File: config.mk
export PLATFORM = sky130hd
export DESIGN_NAME = multi_mode_register_flat
export DESIGN_NICKNAME = d
export VERILOG_FILES = /design/src/rtl/multi_mode_register_if.sv /design/src/rtl/multi_mode_register.sv /design/src/flat_wrapper.sv
export SDC_FILE = /design/constraint.sdc
export NUM_CORES = 1
export LEC_CHECK = 0
export CAP_MARGIN = 25
export CORE_MARGIN = 4
export CORE_UTILIZATION = 32
export CTS_CLUSTER_SIZE = 28
export DETAILED_ROUTE_END_ITERATION = 12
export GPL_ROUTABILITY_DRIVEN = 0
export SLEW_MARGIN = 15
export SYNTH_ARGS = -nofsm -noshare
export SYNTH_HDL_FRONTEND = slang
export SYNTH_SLANG_ARGS = --single-unit
File: constraint.sdc
create_clock -name clk -period 4.55 [get_ports clk]
set_input_delay 0.6825 -clock clk [delete_from_list [all_inputs] [get_ports clk]]
set_output_delay 0.6825 -clock clk [all_outputs]
set_load 0.02 [all_outputs]
File: src/rtl/multi_mode_register_if.sv
// Control/data bundle for multi_mode_register: operation selects, limits and step in,
// current value, direction and event pulses out.
interface multi_mode_register_if #(
    parameter int WIDTH  = 8,
    parameter int STEP_W = 4
);
    logic              load;
    logic              shr;
    logic              shl;
    logic              rot;
    logic              arith;
    logic              inc;
    logic              dec;
    logic              run;
    logic              loop;
    logic [STEP_W-1:0] step;
    logic [WIDTH-1:0]  min;
    logic [WIDTH-1:0]  max;
    logic [WIDTH-1:0]  in;
    logic [WIDTH-1:0]  out;
    logic              dir;
    logic              at_max;
    logic              at_min;
    logic              wrapped;
    logic              saturated;

    modport master (
        output load, shr, shl, rot, arith, inc, dec, run, loop, step, min, max, in,
        input  out, dir, at_max, at_min, wrapped, saturated
    );

    modport slave (
        input  load, shr, shl, rot, arith, inc, dec, run, loop, step, min, max, in,
        output out, dir, at_max, at_min, wrapped, saturated
    );
endinterface

File: src/rtl/multi_mode_register.sv
// Load/shift/count register with programmable step, limit-aware counting (wrap or
// saturate) and an autonomous up/down bounce mode driven by a two-state direction FSM.
module multi_mode_register #(
    parameter int WIDTH  = 8,
    parameter int STEP_W = 4
) (
    input logic                   clk,
    input logic                   reset,
    multi_mode_register_if.slave  bus
);
    // One extra bit beyond the wider of value/step so sums never wrap silently.
    localparam int CW = ((WIDTH > STEP_W) ? WIDTH : STEP_W) + 1;

    typedef enum logic {
        UP   = 1'b0,
        DOWN = 1'b1
    } dir_state_t;

    dir_state_t        state;
    logic [WIDTH-1:0]  value;
    logic              wrap_q;
    logic              sat_q;

    logic [CW-1:0]     sum_up;
    logic [CW-1:0]     span_down;
    logic [WIDTH-1:0]  diff_down;
    logic              can_up;
    logic              can_down;
    logic              limits_ok;
    logic              step_zero;
    logic              equal_limits;

    logic [31:0]       amt;
    logic [31:0]       amt_rot;
    logic [WIDTH-1:0]  rot_r;
    logic [WIDTH-1:0]  rot_l;
    logic [WIDTH-1:0]  shr_res;
    logic [WIDTH-1:0]  shl_res;

    always_comb begin
        sum_up       = CW'(value) + CW'(bus.step);
        span_down    = CW'(value) - CW'(bus.min);
        diff_down    = value - WIDTH'(bus.step);
        can_up       = sum_up <= CW'(bus.max);
        can_down     = (value >= bus.min) && (span_down >= CW'(bus.step));
        limits_ok    = bus.min <= bus.max;
        step_zero    = bus.step == '0;
        equal_limits = bus.min == bus.max;
    end

    // A zero rotate amount shifts the complementary half out by WIDTH, leaving value intact.
    always_comb begin
        amt     = 32'(bus.step);
        amt_rot = amt % WIDTH;
        rot_r   = (value >> amt_rot) | (value << (32'(WIDTH) - amt_rot));
        rot_l   = (value << amt_rot) | (value >> (32'(WIDTH) - amt_rot));
        if (bus.rot) begin
            shr_res = rot_r;
        end else if (bus.arith) begin
            shr_res = (amt >= 32'(WIDTH)) ? {WIDTH{value[WIDTH-1]}}
                                          : WIDTH'($signed(value) >>> amt);
        end else begin
            shr_res = (amt >= 32'(WIDTH)) ? '0 : (value >> amt);
        end
        if (bus.rot) begin
            shl_res = rot_l;
        end else begin
            shl_res = (amt >= 32'(WIDTH)) ? '0 : (value << amt);
        end
    end

    always_ff @(posedge clk or posedge reset) begin
        if (reset) begin
            value  <= '0;
            state  <= UP;
            wrap_q <= 1'b0;
            sat_q  <= 1'b0;
        end else begin
            wrap_q <= 1'b0;
            sat_q  <= 1'b0;
            if (bus.load) begin
                value <= bus.in;
            end else if (bus.shr) begin
                if (!step_zero) value <= shr_res;
            end else if (bus.shl) begin
                if (!step_zero) value <= shl_res;
            end else if (bus.inc) begin
                if (!step_zero && limits_ok) begin
                    if (can_up) begin
                        value <= sum_up[WIDTH-1:0];
                    end else if (bus.loop) begin
                        value  <= bus.min;
                        wrap_q <= 1'b1;
                    end else begin
                        value <= bus.max;
                        sat_q <= 1'b1;
                    end
                end
            end else if (bus.dec) begin
                if (!step_zero && limits_ok) begin
                    if (can_down) begin
                        value <= diff_down;
                    end else if (bus.loop) begin
                        value  <= bus.max;
                        wrap_q <= 1'b1;
                    end else begin
                        value <= bus.min;
                        sat_q <= 1'b1;
                    end
                end
            end else if (bus.run) begin
                // Bounce: turn around on landing at a limit, flag only genuine clipping.
                if (!step_zero && limits_ok) begin
                    if (equal_limits) begin
                        value <= bus.min;
                        state <= (state == UP) ? DOWN : UP;
                    end else if (state == UP) begin
                        if (can_up) begin
                            value <= sum_up[WIDTH-1:0];
                            if (sum_up[WIDTH-1:0] == bus.max) state <= DOWN;
                        end else begin
                            value <= bus.max;
                            sat_q <= 1'b1;
                            state <= DOWN;
                        end
                    end else begin
                        if (can_down) begin
                            value <= diff_down;
                            if (diff_down == bus.min) state <= UP;
                        end else begin
                            value <= bus.min;
                            sat_q <= 1'b1;
                            state <= UP;
                        end
                    end
                end
            end
        end
    end

    assign bus.out       = value;
    assign bus.dir       = (state == DOWN);
    assign bus.wrapped   = wrap_q;
    assign bus.saturated = sat_q;
    assign bus.at_max    = (value == bus.max);
    assign bus.at_min    = (value == bus.min);
endmodule
File: src/flat_wrapper.sv
// flat-port wrapper written by rule: the top's interface ports become plain ports
module multi_mode_register_flat 
#(
    parameter int WIDTH  = 8,
    parameter int STEP_W = 4
)
  (clk, reset, bus_load, bus_shr, bus_shl, bus_rot, bus_arith, bus_inc, bus_dec, bus_run, bus_loop, bus_step, bus_min, bus_max, bus_in, bus_out, bus_dir, bus_at_max, bus_at_min, bus_wrapped, bus_saturated);
  multi_mode_register_if #(.WIDTH(WIDTH), .STEP_W(STEP_W)) bus_i ();
  input logic clk;
  input logic reset;
  input wire logic [$bits(bus_i.load)-1:0] bus_load;
  input wire logic [$bits(bus_i.shr)-1:0] bus_shr;
  input wire logic [$bits(bus_i.shl)-1:0] bus_shl;
  input wire logic [$bits(bus_i.rot)-1:0] bus_rot;
  input wire logic [$bits(bus_i.arith)-1:0] bus_arith;
  input wire logic [$bits(bus_i.inc)-1:0] bus_inc;
  input wire logic [$bits(bus_i.dec)-1:0] bus_dec;
  input wire logic [$bits(bus_i.run)-1:0] bus_run;
  input wire logic [$bits(bus_i.loop)-1:0] bus_loop;
  input wire logic [$bits(bus_i.step)-1:0] bus_step;
  input wire logic [$bits(bus_i.min)-1:0] bus_min;
  input wire logic [$bits(bus_i.max)-1:0] bus_max;
  input wire logic [$bits(bus_i.in)-1:0] bus_in;
  output wire logic [$bits(bus_i.out)-1:0] bus_out;
  output wire logic [$bits(bus_i.dir)-1:0] bus_dir;
  output wire logic [$bits(bus_i.at_max)-1:0] bus_at_max;
  output wire logic [$bits(bus_i.at_min)-1:0] bus_at_min;
  output wire logic [$bits(bus_i.wrapped)-1:0] bus_wrapped;
  output wire logic [$bits(bus_i.saturated)-1:0] bus_saturated;
  assign bus_i.load = bus_load;
  assign bus_i.shr = bus_shr;
  assign bus_i.shl = bus_shl;
  assign bus_i.rot = bus_rot;
  assign bus_i.arith = bus_arith;
  assign bus_i.inc = bus_inc;
  assign bus_i.dec = bus_dec;
  assign bus_i.run = bus_run;
  assign bus_i.loop = bus_loop;
  assign bus_i.step = bus_step;
  assign bus_i.min = bus_min;
  assign bus_i.max = bus_max;
  assign bus_i.in = bus_in;
  assign bus_out = bus_i.out;
  assign bus_dir = bus_i.dir;
  assign bus_at_max = bus_i.at_max;
  assign bus_at_min = bus_i.at_min;
  assign bus_wrapped = bus_i.wrapped;
  assign bus_saturated = bus_i.saturated;
  multi_mode_register #(.WIDTH(WIDTH), .STEP_W(STEP_W)) u_core (.clk(clk), .reset(reset), .bus(bus_i));
endmodule
==> results.yml, run 1 <==
setup_path:
  cp-end-kind: "register"
  worstPathMaxFanout: 7
  worstSetupStartpointType: "input pin"
  worstPathRequired_ps: 4670
  r2r_end: "u_core.bus.out[6]$_DFFE_PP0P_"
  arrival_ps: 4390
  crit_end: "u_core.bus.out[6]$_DFFE_PP0P_"
  worstSetupPathType: "in2reg"
  rrSetupSlack_ps: 510
  r2r.worst_path.cells: 16
  r2r-start: "u_core.bus.out[3]$_DFFE_PP0P_"
  crit_start: "bus_step[3]"
yosys:
  synth_nets: 659
  ys_types: 74
  synth_ff_type: "dfrtp_1"
  synth_cells: 579
  synthArstFlopShare: 1.000
  ys_ff_latch: 11
  synth_edf_count: 0
  ys_warn_count: 0
  seq_area_frac_synth: 0.06611
  syn_area_mm2: 0.004164
  avgSynthCellArea_um2: 7.192
die:
  fp.dieW_um: 122.1
  die_area_mm2: 0.01490
  initial_core_util: 0.3286
  die_y_um: 122.1
  coreArea_mm2: 0.01267
  ios: 52
  row_count: 41
sta:
  max-slew-margin-rel: 0.4331
  fin_setup_tns_ps: 0
  fin_crit_sh: 0.9388
  worst_slew_pin_slew_ps: 841.4
  final-hold-violation-count: 0
  hold_slack_ps: 670.5
  fmax_mhz: 234.1
  setup_viol: 0
  rsz0062_at_grt: "no"
  fin_crit_ps: 4271
  slew_viol_final: 0
  skew_ps: 3.556
min_path:
  hold_start: "u_core.bus.out[1]$_DFFE_PP0P_"
  hold_path_class: "reg2reg"
placement:
  hpwl_mm: 13.13
  dp.cells: 801
  portBuffers: 51
global_routing:
  grt-busiest-layer: "met2"
  grt_antenna_before_repair: 0
  grt_use_met3: 0.02136
  grt_usage: 0.2202
  grt_max_degree: 27
  grt_overflow: 0
  use_met1: 0.2931
  grt_use_met2: 0.3595
  grt_pass1_vias: 4799
  grt_pass1_wl_mm: 25.96
final_layout:
  fillCellCount: 1332
  fin_cells: 806
  area_growth_pct: 21.91
  num_antenna_cells: 0
  final_layout_size_suffix_gt1_frac: 0.1120
  final_nets: 715
cts:
  cts_tree: "built"
  post_cts_buffers: 0
  cts_hold_buffers: 0
  clkSinkCount: 11
  ctsLongestPathBuffers: 2
  h-tree-depth: 1
  cts_made_buffers: 3
  clkLatencyLatePin_ps: 250
  cts.root.buffer_cell: "clkbuf_16"
  clk_pin_slew_ps: 50
power_and_ir_drop:
  ir_worst_vdd_mv: 0.1058
  power_density_mw_per_mm2: 326.2
  p_leak_nw: 2.084
detailed_routing:
  dr.first_iter.drc_count: 439
  vias: 4975
  vias_per_cell: 6.172
  drc: 0
  wire_per_inst_um: 20.82
  ant_nets: 0
  firstDrtPassIters: 8
  drt_wl_total_mm: 16.78
run_status:
  status: "finished clean"
flow_run:
  maxCapViolCount: 0
==> through the flow <==
stage	power, W	area [µm²]	worst slack [ps]	utilization
after floorplan	0.001020	4164	329.4	-
after global placement	0.001412	4969	109.4	0.3921
after detailed placement	0.001437	4969	-26.80	0.3921
after CTS	0.001610	5047	184.2	0.3983
after global routing	0.001764	5076	8.618	0.4006
final	0.001656	5076	278.6	0.4006
==> kinds of logic after synthesis <==
| kind of cell | Yosys count | synth area share |
|---|---|---|
| AO/OA/AOI/OAI | 198 | 0.3278 |
| flip-flops | 11 | 0.06610 |
| adder cells (fa/ha/maj) | 41 | 0.1286 |
| XOR/XNOR | 31 | 0.06701 |
| AND/OR/NAND/NOR | 180 | 0.2085 |
| multiplexers | 45 | 0.1244 |
| buffers and inverters | 73 | 0.07752 |
==> cell type report <==
type	instances	area [µm²]	area share
inverter	37	138.9	0.02736
multi-input combinational	495	3580	0.7052
clock buffer	4	78.83	0.01553
sequential	11	275.3	0.05423
tap	172	215.2	0.04240
timing repair buffer	87	788.3	0.1553
==> registers in the layout, summed over array words and instances (netlist names) <==
register and count:
u_core.bus.dir 1, u_core.bus.saturated 1, u_core.bus.wrapped 1, u_core.bus.out 8
==> how the worst min path moves through the flow <==
stage                                                to  slack [ps]  cells after the start
after detailed placement  u_core.bus.out[1]$_DFFE_PP0P_         660                      2
after floorplan              u_core.bus.dir$_DFFE_PP0P_         530                      1
after global routing      u_core.bus.out[1]$_DFFE_PP0P_         700                      2
after CTS                 u_core.bus.out[1]$_DFFE_PP0P_         660                      2
final                     u_core.bus.out[1]$_DFFE_PP0P_         670                      2
after global placement    u_core.bus.out[1]$_DFFE_PP0P_         630                      2
==> critical path, stage by stage <==
cell and delay, ps:
clkdlybuf4s50_1 510, inv_1 70, ha_1 290, clkinv_1 120, o21ai_0 190, a21oi_1 70, xnor2_1 340, inv_1 90
ha_1 310, nand4_1 170, o22ai_1 280, a31o_2 170, nand2_1 120, buf_4 190, a22o_1 240, a22o_1 240
a211oi_2 220, a21oi_1 90
==> Yosys cell counts (9+ instances only) <==
| master | count | area (µm²) |
|---|---|---|
| clkbuf_1 | 24 | 90.09 |
| a211oi_1 | 14 | 105.1 |
| mux2i_1 | 30 | 300.3 |
| nor3_1 | 14 | 70.07 |
| a21oi_1 | 43 | 215.2 |
| inv_1 | 34 | 127.6 |
| nor2b_1 | 9 | 56.30 |
| o211ai_1 | 14 | 105.1 |
| dfrtp_1 | 11 | 275.3 |
| nand3_1 | 15 | 75.07 |
| o21ai_0 | 41 | 205.2 |
| mux2_2 | 10 | 112.6 |
| ha_1 | 38 | 475.5 |
| xnor2_1 | 25 | 219.0 |
| nand2b_1 | 10 | 62.56 |
| nand2_1 | 40 | 150.1 |
| nor2_1 | 54 | 202.7 |
==> where the power goes <==
part / internal (W) / leakage, nW / switching (W)
clock network: 0.000118 / 0.0382 / 0.0000513
logic: 0.000556 / 1.91 / 0.000780
registers: 0.000114 / 0.133 / 0.0000359
total: 0.000789 / 2.08 / 0.000867
==> metal layers <==
layer  up-vias  part of all wire
li1       2273                 -
met1      2341              0.41
met2       303              0.46
met3        58             0.088
met4         0             0.044
met5         -                 0
==> cell usage in the layout (no fill, tap or decap), types with 4 or more instances in the layout <==
master	instances
a211o_1	5
a211oi_1	14
a21o_1	4
a21oi_1	42
a221oi_1	4
a311oi_1	4
a31oi_1	5
and2_1	4
and3_1	5
buf_4	35
clkdlybuf4s50_1	51
dfrtp_1	11
ha_1	38
inv_1	34
mux2_2	10
mux2i_1	30
nand2_1	40
nand2b_1	10
nand3_1	15
nand3b_1	4
nand4_1	8
nor2_1	53
nor2b_1	9
nor3_1	14
nor3b_1	4
o211ai_1	14
o21a_1	7
o21ai_0	41
o21ai_1	4
o221ai_1	4
o22ai_1	5
o31ai_1	8
or3_1	4
xnor2_1	25
xor2_1	5
==> timing repair <==
| action | CTS | global route |
|---|---|---|
| endpoints found under the hold margin | 0 | 0 |
| resized for setup | 0 | 5 |
| setup endpoints to repair | 0 | 6 |
(Power assumes the default switching activity.)
==> inputs of run 2 (changes only) <==
--- a/config.mk
+++ b/config.mk
@@ -6,11 +6,12 @@
 export NUM_CORES = 1
 export LEC_CHECK = 0
 export CAP_MARGIN = 25
-export CORE_MARGIN = 4
+export CORE_MARGIN = 2
 export CORE_UTILIZATION = 32
 export CTS_CLUSTER_SIZE = 28
 export DETAILED_ROUTE_END_ITERATION = 12
 export GPL_ROUTABILITY_DRIVEN = 0
+export RECOVER_POWER = 50
 export SLEW_MARGIN = 15
 export SYNTH_ARGS = -nofsm -noshare
 export SYNTH_HDL_FRONTEND = slang
==> run 2 against run 1 <==
Effect of this change: setup slack worse by 16 ps; global-route usage up 0.46 points; highest routed layer unchanged; non-clock buffer count down 1; core utilization about the same; first-iteration DRC count up 27%; sequential power about the same; clock skew down 1.7 ps; sequential share of layout area about the same; critical path type unchanged; largest cell class unchanged; largest power group unchanged; worst hold slack worse by 23 ps; design area about the same.
==> results.yml, run 2 (synthesis results as in run 1) <==
sta:
  hold_slack_ps: 647.3
  fmax_mhz: 233.3
  worst_slew_pin_slew_ps: 729.9
  fin_crit_ps: 4287
  fin_crit_sh: 0.9422
  max-slew-margin-rel: 0.5134
  slew_viol_final: 0
  final-hold-violation-count: 0
  setup_viol: 0
  skew_ps: 1.891
  rsz0062_at_grt: "no"
power_and_ir_drop:
  clockPowerShare: 0.101
  power_switching_w: 0.0008555
  combPwrFrac: 0.808
  power_density_mw_per_mm2: 323.6
  seq_power_share: 0.091
  p_int_w: 0.0007883
  p_leak_nw: 2.094
  switching_share: 0.5204
  ir_worst_vdd_mv: 0.1016
  total_power_w: 0.001644
setup_path:
  cp_cell_sequence: "clkdlybuf4s50_1, ha_1, inv_1, fa_1, o21bai_1, a21oi_2, xnor2_1, ha_1, a211o_1, o211ai_1, a31o_2, nand2_1, buf_4, a22o_1, a22o_1, a211oi_2, a21oi_1"
  critPathBufInv: 3
  cp_slowest_cell: "clkdlybuf4s50_1"
  worstSetupPathType: "in2reg"
  arrival_ps: 4400
  cp-end-kind: "register"
  worstPathRequired_ps: 4660
  worstSetupStartpointType: "input pin"
  max_stage_delay_ps: 480
  worstPathMaxFanout: 5
  crit_family: "compound AO/OA/AOI/OAI gates"
run_status:
  status: "finished clean"
cts:
  clkSinkCount: 11
  clk_pin_slew_ps: 40
  h-tree-depth: 1
  clkLatencyLatePin_ps: 240
  cts_made_buffers: 3
  ctsLongestPathBuffers: 2
  cts.root.buffer_cell: "clkbuf_16"
  cts_tree: "built"
placement:
  portBuffers: 51
  hpwl_mm: 12.67
  placed_area_mm2: 0.004961
die:
  row_count: 41
  die_y_um: 118.1
  ios: 52
  fp.dieW_um: 118.1
  initial_core_util: 0.3286
  coreArea_mm2: 0.01267
  die_area_mm2: 0.01394
detailed_routing:
  wire_per_inst_um: 20.16
  drc: 0
  vias_per_cell: 6.140
  dr.first_iter.drc_count: 558
  firstDrtPassIters: 7
  drt_wl_total_mm: 16.23
  ant_nets: 0
  vias: 4943
global_routing:
  grt_usage: 0.2247
  grt_pass1_wl_mm: 25.25
  grt_overflow: 0
  grt_max_degree: 27
  grt_pass1_vias: 4655
  grt_antenna_before_repair: 0
final_layout:
  utilization: 0.4009
  most-common-layout-cells: "53 x nor2_1, 44 x clkdlybuf4s50_1, 42 x a21oi_1"
  final_layout_size_suffix_gt1_frac: 0.1122
  area_growth_pct: 22.00
  mostFrequentLayoutCell: "nor2_1"
  largest_reg_flops: 8
  final_nets: 714
  fin_area_mm2: 0.005080
  num_antenna_cells: 0
min_path:
  hold_path_class: "reg2reg"
flow_run:
  maxCapViolCount: 0
## run 2: cell types whose count changed in the layout (fill, tap and decap cells not counted), sizes merged
cell and delta:
dlygate4sd3 +7, clkdlybuf4s50 -7, buf -1
## run 2: final cells by class
class                           instances  area [µm²]
Clock buffer                            4       78.83
Fill cell                            1345        7591
Inverter                               37       138.9
Multi-Input combinational cell        495        3587
Sequential cell                        11       275.3
Tap cell                              172       215.2
Timing Repair Buffer                   86       784.5
## run 2: layer usage
layer  GRT usage  vias up  share of wire
met5           0        -              0
met4     0.08735        0          0.039
met2      0.3642      307           0.45
li1            -     2271              -
met3     0.03440       46           0.10
met1      0.2984     2319           0.41
## run 2: stage by stage
stage / TNS [ps] / std cells / setup WS [ps]
CTS: 0 / 804 / 200.7
finish: 0 / 805 / 262.8
global placement: 0 / 800 / 81.21
detailed placement: -34.32 / 800 / -22.49
global route: 0 / 805 / 42.68
floorplan: 0 / 579 / 329.4
## run 2: power by group through the flow
stage,Combinational [W],Sequential (W),Clock [W]
6_report,0.00133,0.000150,0.000166
5_1_grt,0.00144,0.000151,0.000170
4_1_cts,0.00129,0.000148,0.000163
3_5_place_dp,0.00128,0.000149,0
3_3_place_gp,0.00126,0.000150,0
2_1_floorplan,0.000858,0.000163,0
## run 2: final timing paths
kind                                               start                            end  slack (ps)  depth (start not counted)
max                                          bus_step[0]  u_core.bus.out[6]$_DFFE_PP0P_         260                         17
min                        u_core.bus.out[1]$_DFFE_PP0P_  u_core.bus.out[1]$_DFFE_PP0P_         650                          2
max reg2reg                u_core.bus.out[3]$_DFFE_PP0P_  u_core.bus.out[5]$_DFFE_PP0P_         490                         15
min reg2reg                u_core.bus.out[1]$_DFFE_PP0P_  u_core.bus.out[1]$_DFFE_PP0P_         650                          2
max in group asynchronous                          reset  u_core.bus.out[0]$_DFFE_PP0P_        3360                          2
min in group asynchronous                          reset   u_core.bus.wrapped$_DFF_PP0_         880                          2
## run 2: worst min-delay path, delay by kind of cell, from the launching register on
family	cells	cell delay, ps
AOI/OAI and AO/OA	1	100
buffers and inverters	1	130
DFF	1	370
## run 2: timing repair
| item | 4_1_cts | 5_1_grt |
|---|---|---|
| hold buffers | 0 | 0 |
| gates resized for setup | 0 | 6 |
| endpoints found under the setup margin | 0 | 3 |
| setup buffers | 0 | 0 |
==> inputs of run 3 (changes only) <==
--- a/config.mk
+++ b/config.mk
@@ -12,7 +12,6 @@
 export DETAILED_ROUTE_END_ITERATION = 12
 export GPL_ROUTABILITY_DRIVEN = 0
 export RECOVER_POWER = 50
-export SLEW_MARGIN = 15
 export SYNTH_ARGS = -nofsm -noshare
 export SYNTH_HDL_FRONTEND = slang
 export SYNTH_SLANG_ARGS = --single-unit
==> run 3 against run 2 <==
Effect of this change: design area unchanged; first-iteration DRC count up 0.72%; global-route usage unchanged; worst hold slack worse by 5.5 ps; sequential power about the same; total power up 0.27%; cell count unchanged; sequential share of layout area unchanged; largest cell class unchanged.
==> results.yml, run 3 (synthesis results as in run 1) <==
final_layout:
  largest_reg_flops: 8
  most-common-layout-cells: "53 x nor2_1, 44 x clkdlybuf4s50_1, 42 x a21oi_1"
  final_nets: 714
  mostFrequentLayoutCell: "nor2_1"
  fillCellCount: 1343
  final_layout_size_suffix_gt1_frac: 0.1122
  ff_latch_area_um2: 275.3
  fin_area_mm2: 0.005080
  area_growth_pct: 22.00
  num_antenna_cells: 0
  multi_input_area_mm2: 0.003587
global_routing:
  grt_max_degree: 27
  grt_usage: 0.2247
  grt_pass1_wl_mm: 25.25
  grt_antenna_before_repair: 0
  grt_overflow: 0
  grt_pass1_vias: 4655
die:
  die_y_um: 118.1
  row_count: 41
  ios: 52
  fp.dieW_um: 118.1
  initial_core_util: 0.3286
  die_area_mm2: 0.01394
  coreArea_mm2: 0.01267
sta:
  skew_ps: 2.003
  worst_slew_pin_slew_ps: 741.3
  max-slew-margin-rel: 0.5006
  slew_viol_final: 0
  layout_setup_ws_ps: 269.2
  final-hold-violation-count: 0
  rsz0062_at_grt: "no"
  setup_viol: 0
  fin_crit_ps: 4281
  fmax_mhz: 233.6
  fin_crit_sh: 0.9408
setup_path:
  worstSetupPathType: "in2reg"
  cp-end-kind: "register"
  worstPathMaxFanout: 5
  worstSetupStartpointType: "input pin"
  worstPathRequired_ps: 4670
  arrival_ps: 4400
cts:
  ctsLongestPathBuffers: 2
  cts_made_buffers: 3
  clkSinkCount: 11
  clkLatencyLatePin_ps: 240
  cts.root.buffer_cell: "clkbuf_16"
  clk_pin_slew_ps: 40
  h-tree-depth: 1
  cts_tree: "built"
flow_run:
  maxCapViolCount: 0
detailed_routing:
  vias_per_cell: 6.119
  vias: 4926
  firstDrtPassIters: 5
  wire_per_inst_um: 20.22
  ant_nets: 0
  drc: 0
  drt_wl_total_mm: 16.28
  dr.first_iter.drc_count: 562
placement:
  placed_area_mm2: 0.004961
  hpwl_mm: 12.67
  portBuffers: 51
  pre_cts_ws_ps: -22.49
min_path:
  hold_path_class: "reg2reg"
power_and_ir_drop:
  power_density_mw_per_mm2: 324.4
  ir_worst_vdd_mv: 0.1017
  p_leak_nw: 2.094
run_status:
  status: "finished clean"
-- run 3: cell counts in the layout (fill, tap and decap cells not counted) --
Identical to the previous run, type by type.
-- run 3: stage by stage --
step,power [W],utilization,TNS [ps],std cells,hold slack [ps]
after detailed placement,0.001429,0.3915,-34.32,800,654.1
after floorplan,0.001020,-,0,579,534.9
after CTS,0.001599,0.3977,0,804,658.8
final,0.001648,0.4009,0,805,641.8
after global routing,0.001761,0.4009,0,805,678.8
after global placement,0.001409,0.3915,0,800,634.0
-- run 3: final cells by class --
cell class              count  share of cell area
repair buffers             86              0.1544
flip-flops and latches     11             0.05419
clock buffers               4             0.01552
multi-input cells         495              0.7062
well taps                 172             0.04236
inverters                  37             0.02734
-- run 3: repair_timing --
action / 4_1_cts / 5_1_grt
resized for setup: 0 / 6
hold buffers: 0 / 0
hold endpoints to repair: 0 / 0
setup buffers: 0 / 0
setup endpoints to repair: 0 / 3
-- run 3: worst max-delay path: stages --
cell and delay [ps]:
clkdlybuf4s50_1 480, ha_1 160, inv_1 50, fa_1 380
o21bai_1 200, a21oi_2 120, xnor2_1 230, ha_1 290
a211o_1 320, o211ai_1 150, a31o_2 240, nand2_1 130
buf_4 190, a22o_1 220, a22o_1 250, a211oi_2 220
a21oi_1 80
-- run 3: layer usage --
layer	vias to the layer above	routed length [µm]	track usage
met4	0	652	0.08735
met5	-	0	0
met1	2294	6723	0.2984
li1	2270	-	-
met3	47	1613	0.03440
met2	315	7288	0.3642
-- run 3: worst paths after layout --
check,startpoint,slack [ps],cells past startpoint,end
max,bus_step[0],270,17,u_core.bus.out[6]$_DFFE_PP0P_
min,u_core.bus.out[1]$_DFFE_PP0P_,640,2,u_core.bus.out[1]$_DFFE_PP0P_
max reg2reg,u_core.bus.out[3]$_DFFE_PP0P_,490,15,u_core.bus.out[5]$_DFFE_PP0P_
min reg2reg,u_core.bus.out[1]$_DFFE_PP0P_,640,2,u_core.bus.out[1]$_DFFE_PP0P_
max in group asynchronous,reset,3360,2,u_core.bus.out[0]$_DFFE_PP0P_
min in group asynchronous,reset,880,2,u_core.bus.wrapped$_DFF_PP0_
-- run 3: power by group --
group | total, W | switching, W | internal, W
combinational | 0.00133 | 0.000775 | 0.000556
sequential | 0.000150 | 0.0000360 | 0.000114
clock | 0.000166 | 0.0000483 | 0.000118
total | 0.00165 | 0.000860 | 0.000788
